[src/rtl/cis_scan_pkg.sv]
// Shared definitions for the CIS scan line buffer: parameter defaults,
// colour-segment count and the line-writer FSM state type.
package cis_scan_pkg;

  localparam int unsigned CIS_ADDR_W  = 14;
  localparam int unsigned CIS_DATA_W  = 8;
  localparam int unsigned CIS_SKIP_W  = 16;
  localparam int unsigned CIS_COLOURS = 3;
  localparam int unsigned CIS_LAST_W  = 16;

  typedef enum logic [1:0] {
    ST_WAIT_SP,
    ST_SKIP,
    ST_WRITE,
    ST_DONE
  } wr_state_e;

endpackage

[src/rtl/cis_line_writer_if.sv]
// Pixel stream in / RAM port A out of the CIS line writer.
// master drives the pixel stream and observes the RAM port; slave is the writer.
interface cis_line_writer_if #(
  parameter int unsigned ADDR_W = 14,
  parameter int unsigned DATA_W = 8
);
  logic              line_start;
  logic              pix_valid;
  logic [DATA_W-1:0] pix_data;
  logic              wea;
  logic [ADDR_W-1:0] addra;
  logic [DATA_W-1:0] dina;

  modport master (
    output line_start, pix_valid, pix_data,
    input  wea, addra, dina
  );

  modport slave (
    input  line_start, pix_valid, pix_data,
    output wea, addra, dina
  );
endinterface

[src/rtl/cis_line_writer.sv]
// CIS scan line buffer write side: drops dummy pixels after SP, writes 3*HoriPixNum samples to RAM A.
// Optional build macro CIS_LINE_WRITER_TEST_PATTERN_EN replaces dina with an address ramp.
module cis_line_writer
  import cis_scan_pkg::*;
#(
  parameter int unsigned ADDR_W = CIS_ADDR_W,
  parameter int unsigned DATA_W = CIS_DATA_W,
  parameter int unsigned SKIP_W = CIS_SKIP_W
) (
  input  logic               clk,
  input  logic               rst_n,
  cis_line_writer_if.slave   bus,
  input  logic [12:0]        HoriPixNum,
  input  logic [SKIP_W-1:0]  skip_num,
  output logic               bank_sel,
  output logic               wr_trigger,
  output logic               line_err,
  output logic               cfg_err
);

  localparam logic [31:0] ADDR_MAX = (32'd1 << ADDR_W) - 32'd1;

  wr_state_e           state;
  logic [ADDR_W-1:0]   addr;
  logic [ADDR_W-1:0]   last_q;
  logic [SKIP_W-1:0]   skip_q;
  logic [SKIP_W-1:0]   skip_cnt;
  logic                pend;

  logic [CIS_LAST_W-1:0] last_calc;
  logic                  cfg_ok;
  logic                  restart;
  logic                  last_hit;
  logic [DATA_W-1:0]     wr_data;
  logic [DATA_W-1:0]     first_data;

  always_comb begin
    last_calc = CIS_LAST_W'(CIS_LAST_W'(HoriPixNum) * CIS_LAST_W'(CIS_COLOURS)) - CIS_LAST_W'(1);
    cfg_ok    = (HoriPixNum != '0) && (32'(last_calc) <= ADDR_MAX);
    // A pending SP from DONE starts the line from WAIT_SP; SP in SKIP/WRITE aborts and restarts.
    if (state == ST_WAIT_SP)
      restart = bus.line_start | pend;
    else
      restart = bus.line_start && (state == ST_SKIP || state == ST_WRITE);
    last_hit = (addr == last_q);
`ifdef CIS_LINE_WRITER_TEST_PATTERN_EN
    wr_data    = addr[DATA_W-1:0];
    first_data = '0;
`else
    wr_data    = bus.pix_data;
    first_data = bus.pix_data;
`endif
  end

  always_ff @(posedge clk or negedge rst_n) begin
    if (!rst_n) begin
      state      <= ST_WAIT_SP;
      addr       <= '0;
      last_q     <= '0;
      skip_q     <= '0;
      skip_cnt   <= '0;
      pend       <= 1'b0;
      bus.wea    <= 1'b0;
      bus.addra  <= '0;
      bus.dina   <= '0;
      bank_sel   <= 1'b0;
      wr_trigger <= 1'b0;
      line_err   <= 1'b0;
      cfg_err    <= 1'b0;
    end else begin
      bus.wea    <= 1'b0;
      wr_trigger <= 1'b0;
      line_err   <= 1'b0;
      if (restart) begin
        pend     <= 1'b0;
        line_err <= (state != ST_WAIT_SP);
        addr     <= '0;
        skip_cnt <= '0;
        if (!cfg_ok) begin
          cfg_err <= 1'b1;
          state   <= ST_WAIT_SP;
        end else begin
          cfg_err <= 1'b0;
          last_q  <= ADDR_W'(last_calc);
          skip_q  <= skip_num;
          state   <= ST_SKIP;
          // The pixel coinciding with SP is the first pixel of the line.
          if (bus.pix_valid) begin
            if (skip_num == '0) begin
              bus.wea   <= 1'b1;
              bus.addra <= '0;
              bus.dina  <= first_data;
              addr      <= ADDR_W'(1);
              state     <= ST_WRITE;
            end else begin
              skip_cnt <= SKIP_W'(1);
            end
          end
        end
      end else begin
        case (state)
          ST_SKIP, ST_WRITE: begin
            if (state == ST_SKIP && skip_cnt != skip_q) begin
              if (bus.pix_valid) skip_cnt <= skip_cnt + SKIP_W'(1);
            end else begin
              // Skip satisfied: this cycle already behaves as WRITE so no pixel is lost.
              state <= ST_WRITE;
              if (bus.pix_valid) begin
                bus.wea   <= 1'b1;
                bus.addra <= addr;
                bus.dina  <= wr_data;
                if (last_hit) state <= ST_DONE;
                else          addr  <= addr + ADDR_W'(1);
              end
            end
          end
          ST_DONE: begin
            wr_trigger <= 1'b1;
            bank_sel   <= ~bank_sel;
            addr       <= '0;
            skip_cnt   <= '0;
            pend       <= bus.line_start;
            state      <= ST_WAIT_SP;
          end
          default: ;
        endcase
      end
    end
  end

endmodule

[src/flat_wrapper.sv]
// flat-port wrapper written by rule: the top's interface ports become plain ports
module cis_line_writer_flat import cis_scan_pkg::*;
#(
  parameter int unsigned ADDR_W = CIS_ADDR_W,
  parameter int unsigned DATA_W = CIS_DATA_W,
  parameter int unsigned SKIP_W = CIS_SKIP_W
)
  (clk, rst_n, HoriPixNum, skip_num, bank_sel, wr_trigger, line_err, cfg_err, bus_line_start, bus_pix_valid, bus_pix_data, bus_wea, bus_addra, bus_dina);
  cis_line_writer_if #(.ADDR_W(ADDR_W), .DATA_W(DATA_W)) bus_i ();
  input  logic clk;
  input  logic rst_n;
  input  logic [12:0] HoriPixNum;
  input  logic [SKIP_W-1:0] skip_num;
  output logic bank_sel;
  output logic wr_trigger;
  output logic line_err;
  output logic cfg_err;
  input wire logic [$bits(bus_i.line_start)-1:0] bus_line_start;
  input wire logic [$bits(bus_i.pix_valid)-1:0] bus_pix_valid;
  input wire logic [$bits(bus_i.pix_data)-1:0] bus_pix_data;
  output wire logic [$bits(bus_i.wea)-1:0] bus_wea;
  output wire logic [$bits(bus_i.addra)-1:0] bus_addra;
  output wire logic [$bits(bus_i.dina)-1:0] bus_dina;
  assign bus_i.line_start = bus_line_start;
  assign bus_i.pix_valid = bus_pix_valid;
  assign bus_i.pix_data = bus_pix_data;
  assign bus_wea = bus_i.wea;
  assign bus_addra = bus_i.addra;
  assign bus_dina = bus_i.dina;
  cis_line_writer #(.ADDR_W(ADDR_W), .DATA_W(DATA_W), .SKIP_W(SKIP_W)) u_core (.clk(clk), .rst_n(rst_n), .bus(bus_i), .HoriPixNum(HoriPixNum), .skip_num(skip_num), .bank_sel(bank_sel), .wr_trigger(wr_trigger), .line_err(line_err), .cfg_err(cfg_err));
endmodule
[config.mk]
export PLATFORM = sky130hd
export DESIGN_NAME = cis_line_writer_flat
export DESIGN_NICKNAME = d
export VERILOG_FILES = /design/src/rtl/cis_scan_pkg.sv /design/src/rtl/cis_line_writer_if.sv /design/src/rtl/cis_line_writer.sv /design/src/flat_wrapper.sv
export SDC_FILE = /design/constraint.sdc
export NUM_CORES = 1
export LEC_CHECK = 0
export BUFFER_PORTS_ARGS = -buffer_cell sky130_fd_sc_hd__buf_2
export CAP_MARGIN = 20
export CELL_PAD_IN_SITES_DETAIL_PLACEMENT = 0
export CELL_PAD_IN_SITES_GLOBAL_PLACEMENT = 2
export CORE_ASPECT_RATIO = 1.1
export CORE_MARGIN = 8
export CORE_UTILIZATION = 37
export DETAILED_ROUTE_END_ITERATION = 6
export PLACE_DENSITY_LB_ADDON = 0.1
export SYNTH_ARGS = -nofsm -noshare
export SYNTH_HDL_FRONTEND = slang
export SYNTH_SLANG_ARGS = --single-unit
[constraint.sdc]
create_clock -name clk -period 3.1 [get_ports clk]
set_input_delay 0.465 -clock clk [delete_from_list [all_inputs] [get_ports clk]]
set_output_delay 0.465 -clock clk [all_outputs]
set_load 0.005 [all_outputs]
# [Word level (Yosys, flattened, before mapping)]
# Cells that the tools add are included.
[word_totals] inputBits=41 output_inout_bits=27 reg_bits=90 wordCells=104
[op_classes] mux=51 n_bitwise=3 order_cmp=1 n_mul=1 reduce_logical=19 eq_ne=13 addsub=3
[op_table] operator="$mux 14" n=13
[op_table] operator="$mux 16" n=5
[op_table] operator="$mux 8" n=7
[op_table] operator="$pmux 16 s2" n=1
[op_table] operator="$pmux 14 s2" n=1
[op_table] operator="$mux 1" n=17
[op_table] operator="$add 16x1->16 const B" n=1
[op_table] operator="$le 16x14->1 const B" n=1
[op_table] operator="$logic_not 16->1" n=1
[op_table] operator="$ne 16x16->1" n=1
[op_table] operator="$sub 15x1->16 const B" n=1
[op_table] operator="$mul 13x2->15 const B" n=1
[op_table] operator="$add 14x1->14 const B" n=1
[op_table] operator="$eq 14x14->1" n=1
[op_table] operator="$reduce_bool 13->1" n=1
[op_table] operator="$mux 2" n=6
[op_table] operator="$ne 3x2->1 const B" n=3
[op_table] operator="$reduce_bool 2->1" n=4
[op_table] operator="$reduce_and 2->1" n=3
[op_table] operator="$reduce_and 6->1" n=1
[op_table] operator="$eq 2x2->1 const B" n=2
[op_table] operator="$ne 2x1->1 const B" n=2
[op_table] operator="$ne 2x2->1 const B" n=2
[op_table] operator="$pmux 2 s2" n=1
[op_table] operator="other kinds (11)" n=14

# [Logic depth before layout (Yosys ltp)]
# Gate-level depths: netlist of run 1.
[logic_depth] word_depth=6 mapped_depth=12 ltp_nobuf=11

# [Worst setup path after synthesis of run 1]
# Ideal clock, no wire load.
[synth_timing] path_kind="input-to-reg" startpoint="in HoriPixNum[1]" endpoint="reg u_core.bus.dina[0]" slack_ns=0.199 path_stages=11 required_ns=2.975 arrival_ns=2.776 n_path_buf=0 setup_ns=0.125 path_cell_list="inv_1 -> ha_1 -> inv_1 -> ha_1 -> a211oi_1 -> o21ai_0 -> a21oi_1 -> o21ai_2 -> mux2i_2 -> o31ai_4 -> mux2_2"
[synth_via] elab_chain_cells=6 elab_cells_between_ends=7 cone_classes="add/sub: 1; mul: 1; order compare: 1; eq/ne: 1; reduce/logical: 3"
[synth_rtl] element="start, declared" line="flat_wrapper.sv:12" rtl="input logic [12:0] HoriPixNum;"
[synth_rtl] element="$mul 13x2->15" line="cis_line_writer.sv:38" rtl="last_calc = CIS_LAST_W'(CIS_LAST_W'(HoriPixNum) * CIS_LAST_W'(CIS_COLOURS)) - CIS_LAST_W'(1);"
[synth_rtl] element="$sub 15x1->16" line="cis_line_writer.sv:38"
[synth_rtl] element="$le 16x14->1" line="cis_line_writer.sv:39" rtl="cfg_ok = (HoriPixNum != '0) && (32'(last_calc) <= ADDR_MAX);"
[synth_rtl] element="$logic_and 1x1->1 *" line="cis_line_writer.sv:39"
[synth_rtl] element="$ne 2x1->1 (no line) *"
[synth_rtl] element="$reduce_and 6->1 (no line) *"
[synth_rtl] element="end signal, assigned" line="cis_line_writer.sv:92" rtl="bus.dina <= first_data;"
[synth_rtl] element="end signal, assigned" line="cis_line_writer.sv:111" rtl="bus.dina <= wr_data;"
[synth_rtl] element="end, declared" line="cis_line_writer_if.sv:21" rtl="output wea, addra, dina"
# Every way passes the cells marked *; elsewhere a longest branch is shown, timed or not.
# A chain may end at the register's enable or synchronous reset.

# [Worst setup path after layout of run 1]
[layout_timing] startpoint="in HoriPixNum[1]" endpoint="reg u_core.bus.dina[4]"
# Same word-level chain as after synthesis.

==> summary.txt, run 1 <==
Outcome
  – Status: completed

GRT
  – Total track usage: 14.6%
  – GRT overflow: 0
  – Largest net degree at the start of global routing: 54
  – First-pass GRT wire length: approximately 21000 µm
  – Initial antenna violation count: 0
  – Vias in the first global route: 4191

Synth
  – Top cells by area, synth: dfrtp_1, ha_1, mux2_2, xnor2_1, o21ai_0
  – Synth cell count leaders: dfrtp_1, inv_1, nor2_1, o21ai_0, mux2_2
  – Post-synth net total: between 600 and 700
  – #FFs+latches synth: 90
  – Most common cell in the netlist: dfrtp_1
  – Main synth FF type: dfrtp_1
  – Register area share after synthesis: roughly 42%
  – Number of synthesized flops with an enable pin: 0
  – Top cell type's share of synthesized area: 42.0%
  – Synth Area in Adders: 9.01%
  – Mapped Cells: approximately 540
  – Simple-Gate Fraction of Synth Area: 13.6%
  – Post-synthesis cell type count: 51
  – Synth warn: 0
  – Syn avg cell area: 9.96 µm²
  – Leading area contributor after synthesis: dfrtp_1
  – XOR/XNOR Fraction of Synth Area: under 10%
  – Synthesized area: 5360 µm²
  – Mux cell area share after synthesis: 11.2%
  – Largest family of logic cells by synthesized area: simple AND/OR/NAND/NOR gates
  – Synth async-reset ratio: 100%
  – Compound-Gate Fraction of Synth Area: 12.3%

Pwr
  – Comb pwr share: 40.4%
  – Clock Power Share: 21.8%
  – Net Sw Frac: 36.1%
  – Worst VDD drop: 0.339 mV
  – Sequential Power Share: 37.8%
  – Pint: between 3 and 4 mW
  – Total power per unit cell area: 765 nW/µm²
  – Sw Pwr: 1.78 mW
  – Leak: 3.11 nW

CTS
  – CTS Buf Count: 9
  – Post-CTS Hold Buffers: 0
  – Clock root buffer: clkbuf_16
  – Buffer count from post-CTS setup fixing: 0
  – Clk_lat worst skew: 0.34 ns
  – Clock transition at the registers of the reported paths: 0.06 ns
  – TritonCTS clock tree: yes
  – Post-CTS sizing: 0
  – Clock Sinks: 90
  – Clock buffer depth: 2
  – H-tree Lvls: 3

Die
  – Core Box Area: roughly 14000 µm²
  – Initial Utilization: 37.5%
  – Num rows: 46
  – I/O Pins: 68
  – Die Ht: 142 µm
  – Die ar.: 18600 µm²
  – Die width: roughly 130 µm

STA
  – Worst Max-Slew Pin Slew: 0.728 ns
  – Final hold viol count: 0
  – Fmax: 0.352 GHz
  – Min Hold Slack: approximately 0.16 ns
  – Period minus WS final: 2.84 ns
  – Setup violators final: 0
  – Max Slew Vio Count: 0
  – Slew headroom: 51.5%
  – Crit share post-route: between 90% and 100%
  – Clk_skew: about 0.0073 ns
  – Unrepaired setup endpoints after global routing: no

Detailed routing
  – Initial drt markers: 232
  – Routed vias: 4114
  – Vias/cell: a little under 5
  – Routed WL: 12800 µm
  – WL per Instance: around 15 µm
  – Drt drc: 0
  – First drt pass iteration count: 4
  – ANT nets after route: 0

Final layout
  – Layout fillers: between 1000 and 1500
  – Final nets: just over 700
  – Area Overhead vs Synth: 20.2%
  – ANT cells: 0
  – Design Area, Final: 6440 µm²
  – Layout cells sized above 1: a little over a quarter

Run
  – Max-capacitance violation count: 0

Setup path
  – R2R cell count: 9
  – Crit path DAT: 3.07 ns
  – Worst Setup End Kind: flip-flop
  – Critical path fanouts, max: 9
  – Crit start category: primary input
  – Worst path required time: 3.32 ns
  – WS Path Type: in2reg

Placement
  – Placed cell areas: approximately 6000 µm²
  – RD Place Congestion: 0.768
  – DPL Wire Length: around 10000 µm
  – Buffers on Ports: 67

Hold path
  – Hold WC Path Type: in2async
-- power groups by stage --
stage | clock [mW] | sequential, mW | combinational (mW)
after floorplan | 0 | 1.80 | 1.43
after detailed placement | 0 | 1.89 | 2.02
after global placement | 0 | 1.88 | 1.99
after CTS | 1.12 | 1.87 | 2.03
final | 1.07 | 1.86 | 1.99
after global routing | 1.16 | 1.91 | 2.25
-- cell usage in the layout, fill, tap and decap left out, types with 27 or more instances in the layout --
cell type,netlist,routed
nor2_1,46,46
inv_1,46,46
dfrtp_1,90,90
o21ai_0,46,46
buf_2,6,66
mux2_2,38,38
xnor2_1,27,27
nand2_1,29,29
ha_1,37,37
buf_4,0,31
-- per-layer routing --
layer	up-vias	wire length (µm)	share of wire, %	track usage (%)
met3	18	364	2.8	2.21
met1	1981	5570	44	17.2
li1	2066	-	-	-
met5	-	0	0	0
met4	0	336	2.6	7.20
met2	49	6510	51	25.3
-- sequential cells by signal (all words and copies together), names as in the netlist --
name and count:
u_core.bus.addra 14, u_core.addr 14, u_core.line_err 1, u_core.bus.dina 8, u_core.bank_sel 1, u_core.cfg_err 1
u_core.pend 1, u_core.last_q 14, u_core.bus.wea 1, u_core.wr_trigger 1, u_core.skip_cnt 16, u_core.state 2
u_core.skip_q 16
-- area by class of cell --
type	instances	area (µm²)	share of cell area, %
Inverter	46	173	2.68
Clock buffer	12	236	3.67
Multi-Input combinational cell	386	2860	44.5
Clock inverter	4	51.3	0.797
Tap cell	192	240	3.73
Timing Repair Buffer	100	623	9.68
Sequential cell	90	2250	35.0
-- worst paths after layout --
kind | from | to | slack (ns)
max in group asynchronous | rst_n | u_core.bus.addra[12]$_DFFE_PN0P_ | 2.26
worst max-delay path | HoriPixNum[1] | u_core.bus.dina[4]$_DFFE_PN0P_ | 0.26
worst max register to register | u_core.state[0]$_DFFE_PN0P_ | u_core.skip_cnt[15]$_DFFE_PN0P_ | 0.48
min in group clk | bus_pix_data[3] | u_core.bus.dina[3]$_DFFE_PN0P_ | 0.35
worst min register to register | u_core.bank_sel$_DFFE_PN0P_ | u_core.bank_sel$_DFFE_PN0P_ | 0.48
worst min-delay path | rst_n | u_core.skip_q[13]$_DFFE_PN0P_ | 0.16
-- per-stage QoR --
stage / TNS [ns] / power, mW / worst slack, ns / util [%] / instances
6_report: 0 / 4.92 / 0.257 / 45.1 / 830
5_1_grt: 0 / 5.32 / 0.0725 / 45.1 / 830
4_1_cts: 0 / 5.03 / 0.192 / 45.1 / 830
3_5_place_dp: -4.73 / 3.91 / -0.177 / 43.1 / 814
3_3_place_gp: -2.45 / 3.87 / -0.0923 / 43.1 / 814
2_1_floorplan: 0 / 3.23 / 0.199 / - / 538
-- cell families after synthesis --
kind of cell    count (synthesis)
simple gates                  148
compound gates                102
flops                          90
buf+inv                        62
mux                            55
xor+xnor                       43
fa+ha+maj                      38
-- worst max-delay path, cell delays in order --
cell and delay [ns]:
buf_2 0.10, inv_1 0.06, ha_1 0.27, inv_1 0.04, ha_1 0.29, a211oi_1 0.26
o21ai_0 0.22, a21oi_2 0.23, o21ai_2 0.10, mux2i_2 0.19, o31ai_4 0.34, buf_12 0.17
mux2_2 0.33
Power figures use the tool's default switching activity.
==> inputs of run 2 (changes only) <==
- ABC_AREA: not set -> 1
- CORE_UTILIZATION: 37 -> 30
- clock period: 3.1 -> 2.47 ns (I/O delays scaled with it)
==> run 2 against run 1 <==
Against the previous run: die area rose by 35%; largest cell class unchanged; critical path type is now reg2reg; largest power group unchanged; clock-buffer cell count fell by 2; final area is 15% higher; wire length up 33%; clock skew is 0.0019 ns higher; via count rose by 35%; sequential share of layout area shrank 4.5 points.
==> summary.txt, run 2 <==
Final layout
  – Most frequent cells in the layout: nand2_1, inv_1, dfrtp_1 (was dfrtp_1, buf_2, inv_1, o21ai_0, nor2_1)
  – Layout cells sized above 1: 16.7% (was 26.5%)
  – Area Overhead vs Synth: 21.6% (was 20.2%)
  – Layout fillers: 2143 (was 1458)
  – ANT cells: 0 (unchanged)
  – Final nets: 1038 (was 712)
  – Most common cell after layout, fill and taps aside: nand2_1 (was dfrtp_1)
  – Final std cells w/o fill: 1216 (was 830)
  – Design Area, Final: 7400 µm² (was 6440 µm²)
  – Top flop regs: u_core.skip_cnt (16), u_core.skip_q (16) (unchanged)

GRT
  – Largest net degree at the start of global routing: 44 (was 54)
  – M2 GR Usage: 21.7% (was 25.3%)
  – Vias in the first global route: 5592 (was 4191)
  – Most crowded layer after global routing: met2 (unchanged)
  – Met3 global-route usage: 2.45% (was 2.21%)
  – Total track usage: 14.1% (was 14.6%)
  – Initial antenna violation count: 0 (unchanged)
  – First-pass GRT wire length: 27900 µm (was 21200 µm)
  – GRT overflow: 0 (unchanged)
  – GR Util met1: 19.5% (was 17.2%)

Detailed routing
  – Routed vias: 5554 (was 4114)
  – Vias/cell: 4.57 (was 4.96)
  – Drt drc: 0 (unchanged)
  – Initial drt markers: 297 (was 232)
  – ANT nets after route: 0 (unchanged)
  – First drt pass iteration count: 4 (unchanged)
  – WL per Instance: 14.0 µm (was 15.4 µm)
  – Routed WL: 17000 µm (was 12800 µm)

CTS
  – CTS Buf Count: 9 (unchanged)
  – Clock root buffer: clkbuf_16 (unchanged)
  – Clock Sinks: 90 (unchanged)
  – Buffer count from post-CTS setup fixing: 0 (unchanged)
  – Clock buffer depth: 2 (unchanged)
  – Clk_lat worst skew: 0.34 ns (about the same)
  – H-tree Lvls: 3 (unchanged)
  – TritonCTS clock tree: yes (unchanged)
  – Clock transition at the registers of the reported paths: 0.07 ns (was 0.06 ns)

Setup path
  – Critical path fanouts, max: 13 (was 9)
  – Crit start category: flip-flop (was primary input)
  – Worst path required time: 2.75 ns (was 3.32 ns)
  – CP top delay family: simple AND/OR/NAND/NOR gates (was compound AO/OA/AOI/OAI gates)
  – WS Path Type: reg2reg (was in2reg)
  – Critical path, cell by cell: inv_1, ha_1, a21oi_2, nor2_4, buf_4, o21ai_1, a21oi_4, nand3_2, buf_4, nor2_2, nor2_1, nor2_1 (was buf_2, inv_1, ha_1, inv_1, ha_1, a211oi_1, o21ai_0, a21oi_2, o21ai_2, mux2i_2, o31ai_4, buf_12, mux2_2)
  – CP max stage cell: dfrtp_1 (was o31ai_4)
  – CP bufs+invs: 3 (was 4)
  – Worst Setup End Kind: flip-flop (unchanged)
  – Critical Path Max Stage Delay: 0.39 ns (was 0.34 ns)
  – Crit path DAT: 2.58 ns (was 3.07 ns)

Placement
  – DPL Wire Length: 13400 µm (was 9930 µm)
  – RD Place Congestion: 0.865 (was 0.768)
  – Buffers on Ports: 67 (unchanged)
  – Placed cell areas: 7020 µm² (was 6150 µm²)
  – Post-Place Cells: 1198 (was 814)

STA
  – Slew headroom: 56.3% (was 51.5%)
  – Setup violators final: 0 (unchanged)
  – Worst Max-Slew Pin Slew: 0.649 ns (was 0.728 ns)
  – Unrepaired setup endpoints after global routing: yes (was no)
  – Clk_skew: 0.00917 ns (was 0.00731 ns)
  – Period minus WS final: 2.30 ns
  – Max Slew Vio Count: 0 (unchanged)
  – Final hold viol count: 0 (unchanged)
  – Crit share post-route: 93.1%
  – Fmax: 0.435 GHz

Synth
  – Top cells by area, synth: dfrtp_1, nand2_1, ha_1, inv_1, nor2_1 (was dfrtp_1, ha_1, mux2_2, xnor2_1, o21ai_0)
  – Register area share after synthesis: 37.0% (was 42.0%)
  – #FFs+latches synth: 90 (unchanged)
  – Most common cell in the netlist: nand2_1 (was dfrtp_1)
  – Mapped Cells: 853 (was 538)
  – Leading area contributor after synthesis: dfrtp_1 (unchanged)
  – Post-synthesis cell type count: 37 (was 51)
  – Synth warn: 0 (unchanged)
  – Synth async-reset ratio: 100% (unchanged)
  – Syn avg cell area: 7.13 µm² (was 9.96 µm²)
  – Post-synth net total: 932 (was 617)
  – Main synth FF type: dfrtp_1 (unchanged)
  – Number of synthesized flops with an enable pin: 0 (unchanged)
  – Top cell type's share of synthesized area: 37.0% (was 42.0%)
  – Synth cell count leaders: nand2_1, inv_1, dfrtp_1 (was dfrtp_1, inv_1, nor2_1, o21ai_0, mux2_2)
  – Synthesized area: 6080 µm² (was 5360 µm²)

Hold path
  – Hold WC Path Type: in2reg (was in2async)

Die
  – Die width: 152 µm (was 131 µm)
  – Core Box Area: 19900 µm² (was 14300 µm²)
  – Initial Utilization: 30.6% (was 37.5%)
  – Die Ht: 165 µm (was 142 µm)
  – Die ar.: 25100 µm² (was 18600 µm²)
  – Num rows: 54 (was 46)
  – I/O Pins: 68 (unchanged)

Outcome
  – Status: completed (unchanged)

Pwr
  – Worst VDD drop: 0.592 mV (was 0.339 mV)
  – Leak: 3.83 nW (was 3.11 nW)
  – Total power per unit cell area: 970 nW/µm² (was 765 nW/µm²)

Run
  – Max-capacitance violation count: 0 (unchanged)
==> run 2: area by class of cell <==
class	count	area, µm²	area share, %
clock inverter	6	73.8	0.998
tap	252	315	4.26
sequential	90	2250	30.4
timing repair buffer	122	812	11.0
inverter	125	469	6.34
multi-input combinational	611	3240	43.7
clock buffer	10	239	3.23
==> run 2: layer usage <==
layer,part of all wire (%),up-vias
li1,-,2922
met2,43,97
met5,0,-
met4,1.4,0
met1,50,2520
met3,4.8,15
==> run 2: power breakdown <==
part           switching [mW]  leakage [nW]  internal (mW)
Clock                   0.620         0.147          0.825
Sequential              0.446          1.18           1.95
Combinational            2.07          2.50           1.26
Total                    3.14          3.83           4.03
==> run 2: cell families (layout without fill, tap and decap cells) <==
group / Yosys count / count (layout) / synth area share, %
adder cells (fa/ha/maj): 38 / 38 / 7.94
flip-flops: 90 / 90 / 37.0
AO/OA/AOI/OAI: 86 / 86 / 7.92
buffers and inverters: 152 / 263 / 10.2
AND/OR/NAND/NOR: 452 / 452 / 31.9
XOR/XNOR: 35 / 35 / 5.04
==> run 2: worst register-to-register path: stages (launching register included) <==
cell     delay, ns
dfrtp_1       0.39
inv_1         0.08
ha_1          0.37
a21oi_2       0.11
nor2_4        0.10
buf_4         0.23
o21ai_1       0.15
a21oi_4       0.15
nand3_2       0.15
buf_4         0.21
nor2_2        0.15
nor2_1        0.06
nor2_1        0.08
==> run 2: final timing paths <==
path,cells after the start,end,slack (ns),startpoint
max,12,u_core.skip_cnt[0]$_DFFE_PN0P_,0.17,u_core.state[0]$_DFFE_PN0P_
min,3,u_core.bus.dina[5]$_DFFE_PN0P_,0.22,bus_pix_data[5]
max reg2reg,12,u_core.skip_cnt[0]$_DFFE_PN0P_,0.17,u_core.state[0]$_DFFE_PN0P_
min reg2reg,1,u_core.bank_sel$_DFFE_PN0P_,0.46,u_core.bank_sel$_DFFE_PN0P_
max in group asynchronous,3,u_core.last_q[7]$_DFFE_PN0P_,1.34,rst_n
min in group asynchronous,2,u_core.skip_cnt[3]$_DFFE_PN0P_,0.48,rst_n
==> run 2: timing repair <==
action / CTS / global route
gates resized for setup: 0 / 7
setup endpoints to repair: 0 / 55
hold buffers: 1 / 0
hold endpoints to repair: 23 / 0
==> run 2: stage by stage <==
step | setup TNS [ns] | util, % | total power [mW] | setup WS (ns) | hold WS, ns
2_1_floorplan | 0 | - | 4.58 | 0.147 | 0.0749
3_3_place_gp | -5.65 | 35.3 | 5.65 | -0.225 | 0.307
3_5_place_dp | -9.06 | 35.3 | 5.71 | -0.284 | 0.315
4_1_cts | 0 | 37.0 | 7.22 | 0.0831 | 0.208
5_1_grt | -0.0115 | 37.2 | 7.83 | -0.00980 | 0.220
6_report | 0 | 37.2 | 7.17 | 0.171 | 0.218
